`src/rtl/bomb_pkg.sv`:
```
// rtl/bomb_pkg.sv - shared game_state encodings and helpers for the bomb game stages
package bomb_pkg;

    typedef enum logic [7:0] {
        GS_IDLE     = 8'h00,
        GS_ARMED    = 8'h10,
        GS_DEFUSED  = 8'h20,
        GS_EXPLODED = 8'h30
    } game_state_t;

    function automatic logic [3:0] popcount8(input logic [7:0] v);
        logic [3:0] n;
        n = 4'd0;
        for (int i = 0; i < 8; i++) begin
            n = n + {3'd0, v[i]};
        end
        return n;
    endfunction

endpackage

```
`src/rtl/bomb_controller_if.sv`:
```
// rtl/bomb_controller_if.sv - game bus between puzzle/countdown stages and the bomb controller
interface bomb_if #(
    parameter int NUM_MODULES = 4
);
    logic                   start;
    logic [3:0]             value_three;
    logic [3:0]             value_two;
    logic [3:0]             value_one;
    logic [NUM_MODULES-1:0] module_solved;
    logic [NUM_MODULES-1:0] strike;
    logic [7:0]             game_state;
    logic [2:0]             strike_count;
    logic                   timer_zero;

    modport master (
        output start, value_three, value_two, value_one, module_solved, strike,
        input  game_state, strike_count, timer_zero
    );

    modport slave (
        input  start, value_three, value_two, value_one, module_solved, strike,
        output game_state, strike_count, timer_zero
    );
endinterface

```
`src/rtl/bomb_controller_strike_accum.sv`:
```
// rtl/bomb_controller_strike_accum.sv - saturating strike tally with clear and enable
module strike_accum
    import bomb_pkg::*;
#(
    parameter int NUM_MODULES = 4,
    parameter int MAX_STRIKES = 3
) (
    input  logic                   clk,
    input  logic                   reset,
    input  logic                   clear,
    input  logic                   enable,
    input  logic [NUM_MODULES-1:0] strike,
    output logic [2:0]             count,
    output logic [2:0]             count_next
);
    localparam logic [4:0] MAX_W = 5'(MAX_STRIKES);

    logic [7:0] strike_w;
    logic [4:0] sum;

    assign strike_w   = 8'(strike);
    assign sum        = {2'b00, count} + {1'b0, popcount8(strike_w)};
    assign count_next = (sum >= MAX_W) ? MAX_W[2:0] : sum[2:0];

    always_ff @(posedge clk) begin
        if (reset || clear) begin
            count <= 3'd0;
        end else if (enable) begin
            count <= count_next;
        end
    end
endmodule

```
`src/rtl/bomb_controller.sv`:
```
// rtl/bomb_controller.sv - game-level FSM deciding armed/defused/exploded from timer, solves and strikes
module bomb_controller
    import bomb_pkg::*;
#(
    parameter int NUM_MODULES = 4,
    parameter int MAX_STRIKES = 3,
    parameter int ZERO_GUARD  = 2
) (
    input  logic clk,
    input  logic reset,
    bomb_if.slave bus
);
    localparam logic [7:0] GUARD_MAX = 8'(ZERO_GUARD);
    localparam logic [2:0] MAX_W     = 3'(MAX_STRIKES);

    game_state_t state, state_next;
    logic        start_q, start_rise, all_zero, timer_zero_q;
    logic        acc_clear, acc_enable;
    logic [7:0]  guard;
    logic [2:0]  count, count_next;

    assign start_rise = bus.start & ~start_q;
    assign all_zero   = (bus.value_three == 4'd0) && (bus.value_two == 4'd0) && (bus.value_one == 4'd0);

    strike_accum #(
        .NUM_MODULES(NUM_MODULES),
        .MAX_STRIKES(MAX_STRIKES)
    ) u_strike_accum (
        .clk       (clk),
        .reset     (reset),
        .clear     (acc_clear),
        .enable    (acc_enable),
        .strike    (bus.strike),
        .count     (count),
        .count_next(count_next)
    );

    // Explosion is checked before defuse so a coinciding final strike still wins.
    always_comb begin
        state_next = state;
        acc_clear  = 1'b0;
        acc_enable = 1'b0;
        case (state)
            GS_IDLE: begin
                if (start_rise) begin
                    state_next = GS_ARMED;
                    acc_clear  = 1'b1;
                end
            end
            GS_ARMED: begin
                acc_enable = 1'b1;
                if ((count_next == MAX_W) || timer_zero_q) begin
                    state_next = GS_EXPLODED;
                end else if (&bus.module_solved) begin
                    state_next = GS_DEFUSED;
                end
            end
            GS_DEFUSED, GS_EXPLODED: begin
                if (start_rise) begin
                    state_next = GS_IDLE;
                    acc_clear  = 1'b1;
                end
            end
            default: state_next = GS_IDLE;
        endcase
    end

    always_ff @(posedge clk) begin
        if (reset) begin
            state        <= GS_IDLE;
            start_q      <= 1'b0;
            guard        <= 8'd0;
            timer_zero_q <= 1'b0;
        end else begin
            state        <= state_next;
            start_q      <= bus.start;
            timer_zero_q <= all_zero && (guard == GUARD_MAX) && (state == GS_ARMED);
            // The guard gives the countdown time to load before 000 counts as a timeout.
            if (state == GS_IDLE && start_rise) begin
                guard <= 8'd0;
            end else if (state == GS_ARMED && guard != GUARD_MAX) begin
                guard <= guard + 8'd1;
            end
        end
    end

    assign bus.game_state   = state;
    assign bus.strike_count = count;
    assign bus.timer_zero   = timer_zero_q;
endmodule

```
`src/flat_wrapper.sv`:
```
// flat-port wrapper written by rule: the top's interface ports become plain ports
module bomb_controller_flat import bomb_pkg::*;
#(
    parameter int NUM_MODULES = 4,
    parameter int MAX_STRIKES = 3,
    parameter int ZERO_GUARD  = 2
)
  (clk, reset, bus_start, bus_value_three, bus_value_two, bus_value_one, bus_module_solved, bus_strike, bus_game_state, bus_strike_count, bus_timer_zero);
  bomb_if #(.NUM_MODULES(NUM_MODULES)) bus_i ();
  input  logic clk;
  input  logic reset;
  input wire logic [$bits(bus_i.start)-1:0] bus_start;
  input wire logic [$bits(bus_i.value_three)-1:0] bus_value_three;
  input wire logic [$bits(bus_i.value_two)-1:0] bus_value_two;
  input wire logic [$bits(bus_i.value_one)-1:0] bus_value_one;
  input wire logic [$bits(bus_i.module_solved)-1:0] bus_module_solved;
  input wire logic [$bits(bus_i.strike)-1:0] bus_strike;
  output wire logic [$bits(bus_i.game_state)-1:0] bus_game_state;
  output wire logic [$bits(bus_i.strike_count)-1:0] bus_strike_count;
  output wire logic [$bits(bus_i.timer_zero)-1:0] bus_timer_zero;
  assign bus_i.start = bus_start;
  assign bus_i.value_three = bus_value_three;
  assign bus_i.value_two = bus_value_two;
  assign bus_i.value_one = bus_value_one;
  assign bus_i.module_solved = bus_module_solved;
  assign bus_i.strike = bus_strike;
  assign bus_game_state = bus_i.game_state;
  assign bus_strike_count = bus_i.strike_count;
  assign bus_timer_zero = bus_i.timer_zero;
  bomb_controller #(.NUM_MODULES(NUM_MODULES), .MAX_STRIKES(MAX_STRIKES), .ZERO_GUARD(ZERO_GUARD)) u_core (.clk(clk), .reset(reset), .bus(bus_i));
endmodule
```
`config.mk`:
```
export PLATFORM = sky130hd
export DESIGN_NAME = bomb_controller_flat
export DESIGN_NICKNAME = d
export VERILOG_FILES = /design/src/rtl/bomb_pkg.sv /design/src/rtl/bomb_controller_if.sv /design/src/rtl/bomb_controller_strike_accum.sv /design/src/rtl/bomb_controller.sv /design/src/flat_wrapper.sv
export SDC_FILE = /design/constraint.sdc
export NUM_CORES = 1
export LEC_CHECK = 0
export CORE_MARGIN = 8
export CORE_UTILIZATION = 46
export DETAILED_ROUTE_END_ITERATION = 8
export PLACE_DENSITY = 0.83
export SYNTH_ARGS = -nofsm -noshare
export SYNTH_HDL_FRONTEND = slang
export SYNTH_HIERARCHICAL = 1
export SYNTH_SLANG_ARGS = --single-unit
```
`constraint.sdc`:
```
create_clock -name clk -period 5 [get_ports clk]
set_input_delay 0.5 -clock clk [delete_from_list [all_inputs] [get_ports clk]]
set_output_delay 0.5 -clock clk [all_outputs]
set_load 0.1 [all_outputs]
```
; After elaboration in Yosys (flattened, before gate mapping)
; Index checks and enable logic that the tools add are counted.
[classes]
reduce_logical = 17
order_cmp = 1
eq_ne = 9
mux = 9
bitwise = 2
n_addsub = 5
[ops]
columns = operator, count
row1 = two-way mux 8 bit, 4
row2 = case mux 8 bit (3 select lines), 1
row3 = "== test 8 x 6 -> 1 bit, second input constant", 2
row4 = zero test 4 bit, 3
row5 = "adder 8 x 1 -> 8 bit, second input constant", 1
row6 = "== test 8 x 2 -> 1 bit, second input constant", 1
row7 = "== test 8 x 5 -> 1 bit, second input constant", 1
row8 = zero test 8 bit, 1
row9 = "inequality test 8 x 2 -> 1 bit, second input constant", 1
row10 = logical AND 1 bit, 6
row11 = adder 3 x 4 -> 5 bit, 1
row12 = ">= comparator 5 x 2 -> 1 bit, second input constant", 1
row13 = adder 3 x 1 -> 4 bit, 1
row14 = "inequality test 2 x 1 -> 1 bit, second input constant", 2
row15 = AND reduction 4 bit, 1
row16 = OR reduction 2 bit, 2
row17 = adder 2 x 1 -> 3 bit, 1
row18 = "== test 3 x 2 -> 1 bit, second input constant", 1
row19 = two-way mux 1 bit, 3
row20 = two-way mux 3 bit, 1
row21 = "inequality test 3 x 1 -> 1 bit, second input constant", 1
row22 = AND reduction 3 bit, 1
row23 = OR reduction 3 bit, 1
row24 = adder 1 x 1 -> 2 bit, 1
row25 = 3 further kinds, 4
[word_totals]
input_bits = 23
word_cells = 48
out_inout_bits = 12
regBits = 21

; Longest topological paths before layout
[depth]
ltp_word = 10
ltp_mapped = 10
ltp_nobuf = 10

; Cells and area by module
; The synthesis kept the hierarchy.
[by_module_without_submodules]
columns = mod, cells_per_inst, n_inst, area_each_um2, seq_area_each_um2
row1 = bomb_controller, 80, 1, 688.2, 240.2
row2 = strike_accum, 23, 1, 242.7, 60.1

; Least setup slack after synthesis
; No wires, ideal clock.
[synth_path]
kind = register to register
from = register u_core.u_strike_accum.count[0]
to = register u_core.state[4] (netlist: u_core/bus.game_state[4])
n_path_buf = 0
stages_incl_launch_ff = 10
required_time_ns = 4.874
setup_ns = 0.126
setup_slack_ns = 2.157
arrival_ns = 2.717
synth_period_minus_slack_ns = 2.843
path_cell_list = dfxtp_1 > fa_1 > inv_1 > fa_1 > a211oi_2 > mux2_2 > nand2_1 > and3b_1 > nor4b_1 > nor3_1
[synth_via]
elab_chain_cells = 7
word_cells_on_any_way = 9
cone_classes = add/sub (1) / order compare (1) / eq/ne (2) / mux (3) / reduce/logical (2)
[synth_lines]
columns = item, line
row1 = "start, declared", bomb_controller_strike_accum.sv:13  ; output logic [2:0] count,
row2 = "start signal, assigned", bomb_controller_strike_accum.sv:29  ; count <= count_next;
row3 = adder 3 x 4 -> 5 bit *, bomb_controller_strike_accum.sv:22  ; assign sum = {2'b00, count} + {1'b0, popcount8(strike_w)};
row4 = >= comparator 5 x 2 -> 1 bit, bomb_controller_strike_accum.sv:23  ; assign count_next = (sum >= MAX_W) ? MAX_W[2:0] : sum[2:0];
row5 = two-way mux 3 bit *, bomb_controller_strike_accum.sv:23
row6 = named net u_core.count_next[1], bomb_controller.sv:20  ; logic [2:0] count, count_next;
row7 = == test 3 x 2 -> 1 bit *, bomb_controller.sv:52  ; if ((count_next == MAX_W) || timer_zero_q) begin
row8 = logical OR 1 bit *, bomb_controller.sv:52
row9 = inequality test 3 x 1 -> 1 bit (no line) / two-way mux 8 bit (equally long branches), -
row10 = AND reduction 3 bit (no line) / case mux 8 bit (3 select lines) (equally long branches), -
row11 = "end signal, assigned", bomb_controller.sv:75  ; state <= state_next;
row12 = "end, declared", bomb_controller.sv:16  ; game_state_t state, state_next;
; The timed path passes the listed nets; every way through them passes the cells marked *.
; A chain may end at the register's enable or synchronous reset.

; Final worst setup path
[layout_path]
from = input port bus_strike[0]
to = register u_core.state[5] (netlist: u_core/bus.game_state[5])
[layout_via]
elab_chain_cells = 10
word_cells_on_any_way = 12
cone_classes = add/sub (4) / order compare (1) / eq/ne (2) / mux (3) / reduce/logical (2)
[layout_lines]
columns = item, line
row1 = "start, declared", flat_wrapper.sv:17  ; input wire logic [$bits(bus_i.strike)-1:0] bus_strike;
row2 = adder 1 x 1 -> 2 bit *, bomb_pkg.sv:15  ; n = n + {3'd0, v[i]};
row3 = adder 2 x 1 -> 3 bit *, bomb_pkg.sv:15
row4 = adder 3 x 1 -> 4 bit *, bomb_pkg.sv:15
row5 = adder 3 x 4 -> 5 bit *, bomb_controller_strike_accum.sv:22
row6 = >= comparator 5 x 2 -> 1 bit, bomb_controller_strike_accum.sv:23
row7 = two-way mux 3 bit *, bomb_controller_strike_accum.sv:23
row8 = named net u_core.count_next[1], bomb_controller.sv:20
row9 = == test 3 x 2 -> 1 bit *, bomb_controller.sv:52
row10 = logical OR 1 bit *, bomb_controller.sv:52
row11 = inequality test 3 x 1 -> 1 bit (no line) / two-way mux 8 bit (equally long branches), -
row12 = AND reduction 3 bit (no line) / case mux 8 bit (3 select lines) (equally long branches), -
; Marked as above.

==> flow_metrics.py <==
metrics = {
    "yosys": {
        "yosys_most_used_dff": "dfxtp_1",
        "synth-edff-count": 0,
        "synth_cell_types": 33,
        "synth.avg_cell_area_sq_um": 9.038,
        "synth.top_cell.area_share_pct": 32.26,
        "ys_seq_elements": 15,
        "synth_area_sq_um": 930.9,
        "synth_seq_area_share_pct": 32.26,
        "yosysTopAreaCell": "dfxtp_1",
        "yosysWarningCount": 6,
        "yosys-top-cells-area": "dfxtp_1, fa_1, buf_4, ha_1, a21oi_1",
        "async_reset_ff_share_pct": 0,
        "yosysMostFrequentCell": "dfxtp_1",
        "synth_commonest_cells": "dfxtp_1, inv_1, a21oi_1, buf_4, nand3_1",
        "synthCells": 103,
    },
    "job": {
        "maxCapViolCount": 0,
    },
    "placed_design": {
        "routabilityCongestion": 0.8162,
        "io_buffers": 28,
        "dp.cells": 156,
        "dpl.hpwl_mm": 1.998,
        "place_ws_ns": 1.654,
    },
    "clock_network": {
        "cts_tree": "yes",
        "cts_setup_buffers": 0,
        "cts_buffer_depth": 2,
        "post_cts_resized": 0,
        "clock_latency_ns": 0.28,
        "clkSinkCount": 15,
        "clk_pin_slew_ns": 0.10,
        "numCtsBuffers": 3,
        "cts-htree-levels": 1,
        "postCtsHoldBufs": 0,
        "cts_root_buf": "clkbuf_4",
    },
    "detailed_routing": {
        "drt_first_pass_iters": 4,
        "wirelength_mm": 2.391,
        "routedWlPerCell_microns": 14.94,
        "drtIter0Drc": 22,
        "vias": 877,
        "ant_nets": 0,
        "viasPerCell": 5.481,
        "drc": 0,
    },
    "timing": {
        "drv_slew": 0,
        "setup_violations": 0,
        "clock.fmax_ghz": 0.3267,
        "finalCritPeriodShare_pct": 61.21,
        "fin_skew_ns": 0.004219,
        "setup_tns_ns": 0,
        "hold_viol": 0,
        "fin_ws_ns": 1.939,
        "finalCriticalPeriod_ns": 3.061,
        "relSlewSlack_pct": 34.10,
        "worst_slew_pin_slew_ns": 0.9855,
        "rsz0062_at_grt": "false",
    },
    "critical_path": {
        "regToRegSetupSlack_ns": 2.72,
        "cp.required_ns": 5.17,
        "crit_type": "in -> reg",
        "reg2reg_to": "u_core/bus.game_state[5]",
        "worst-r2r-cell-count": 9,
        "worstPathArrival_ns": 3.23,
        "critPathMaxFanout": 3,
        "cp-end-kind": "flop",
        "startpoint_type": "input port",
        "slowest_delay_ns": 0.56,
        "cp_cell_sequence": "clkdlybuf4s50_1, fa_1, fa_1, inv_1, fa_1, a211oi_2, mux2_2, nand2_1, and3b_1, o31ai_1, a21oi_1",
        "worst_path_most_repeated_cell": "fa_1",
        "r2r-start": "u_core/u_strike_accum/count[0]",
        "cpMaxStageDelayCell": "fa_1",
    },
    "finish": {
        "finalNetCount": 163,
        "n_antenna_cell": 0,
        "fill_cells": 159,
        "fin_cells": 160,
        "syn2layout_area_growth_pct": 33.06,
        "utilization_pct": 63.79,
        "drive_above_1_share_pct": 8.271,
    },
    "floorplan": {
        "rows": 16,
        "fp.dieArea_sq_mm": 0.003719,
        "core-area_sq_mm": 0.001942,
        "pin_count": 35,
        "start_util_pct": 47.94,
        "die_w_microns": 60.99,
        "die_y_microns": 60.99,
    },
    "worst_hold_path": {
        "min-delay-start": "u_core/guard[6]",
        "hold_path_end": "u_core/guard[6]",
        "hold_class": "reg -> reg",
        "whs_path_depth": 2,
    },
    "pwr": {
        "combPwrFrac_pct": 35.3,
        "p_sw_share_pct": 37.72,
        "p_per_area_mw_per_mm2": 249.5,
        "intPower_mw": 0.1924,
        "p_total_mw": 0.3090,
        "p_clk_share_pct": 22.7,
        "power_leakage_nw": 0.4993,
        "p_seq_share_pct": 41.9,
        "peakVddDrop_uv": 209.6,
        "switchingPower_mw": 0.1166,
    },
    "grt": {
        "grt_first_pass_wirelength_mm": 4.064,
        "grt_max_degree": 10,
        "grt_overflow": 0,
        "antenna_found_initial": 0,
        "grt_pass1_vias": 977,
        "gr-usage-all-layers_pct": 14.30,
    },
    "outcome": {
        "status": "finished clean",
    },
}
metrics by stage:
step | cell area [sq um] | hold WS, ns
after floorplan | 949.7 | 0.4652
after global placement | 1211 | 0.4783
after detailed placement | 1211 | 0.4992
after CTS | 1239 | 0.5132
after global routing | 1239 | 0.5386
final | 1239 | 0.5069
how the worst max path moves through the flow:
stage	start	to	slack [ns]	cells after the start
after floorplan	u_core/u_strike_accum/count[0]	u_core/bus.game_state[4]	2.16	9
after global placement	bus_strike[0]	u_core/bus.game_state[4]	1.76	11
after detailed placement	bus_strike[0]	u_core/bus.game_state[5]	1.65	11
after CTS	bus_strike[0]	u_core/bus.game_state[5]	1.96	11
after global routing	bus_strike[0]	u_core/bus.game_state[4]	1.80	11
final	bus_strike[0]	u_core/bus.game_state[5]	1.94	11
kinds of logic after synthesis:
kind of cell	share of synthesized area, %
other	0.8068
multiplexers	4.436
AND/OR/NAND/NOR	28.63
AO/OA/AOI/OAI	14.11
buffers and inverters	9.274
adder cells (fa/ha/maj)	10.48
flip-flops	32.26
critical path: cells and delay by family:
family | cells | cell delay, ns
fa+ha+maj | 3 | 1.21
compound gates | 3 | 0.57
buf+inv | 2 | 0.51
simple gates | 2 | 0.24
mux | 1 | 0.20
layout by cell type, fill, tap and decap left out:
master / count
nor3_1: 3
mux2i_1: 3
nor2_1: 4
clkbuf_4: 3
nand2_1: 5
ha_1: 3
conb_1: 7
a211o_1: 1
nor4_1: 2
nand4b_4: 1
or4_1: 1
nor4b_1: 3
mux2_2: 1
and3b_1: 2
nand3_1: 7
nor2b_1: 1
nand3b_1: 2
dfxtp_1: 15
a21oi_1: 7
a21oi_2: 1
o21ai_0: 3
or3_1: 3
o31ai_1: 3
inv_1: 9
nand4_1: 1
clkdlybuf4s50_1: 28
or4b_1: 1
or4_4: 1
nand2b_1: 3
clkinv_2: 1
a211oi_2: 1
a31oi_1: 1
fa_1: 3
and4_1: 1
o221a_2: 2
registers in the layout, indices dropped and copies added (netlist names):
signal                       cells
u_core/bus.timer_zero            1
u_core/start_q                   1
u_core/u_strike_accum/count      3
u_core/bus.game_state            2
u_core/guard                     8
power groups by stage:
| stage | clock network (mW) | logic (mW) | registers [mW] |
|---|---|---|---|
| global route | 0.0764 | 0.116 | 0.131 |
| CTS | 0.0723 | 0.108 | 0.130 |
| finish | 0.0703 | 0.109 | 0.130 |
| detailed placement | 0 | 0.107 | 0.132 |
| global placement | 0 | 0.104 | 0.132 |
| floorplan | 0 | 0.0588 | 0.151 |
metal layers:
layer | wire, microns | track usage [%]
met5 | 0 | 0
met4 | 8 | 1.661
met2 | 1251 | 26.09
met3 | 208 | 7.627
met1 | 922 | 14.37
cell type report:
| cell class | instances | area, sq um | area share, % |
|---|---|---|---|
| clock inverters | 1 | 5.005 | 0.4040 |
| inverters | 9 | 33.78 | 2.727 |
| flip-flops and latches | 15 | 300.3 | 24.24 |
| multi-input cells | 77 | 563.0 | 45.45 |
| repair buffers | 28 | 280.3 | 22.63 |
| well taps | 27 | 33.78 | 2.727 |
| clock buffers | 3 | 22.52 | 1.818 |
(Power assumes the default switching activity.)
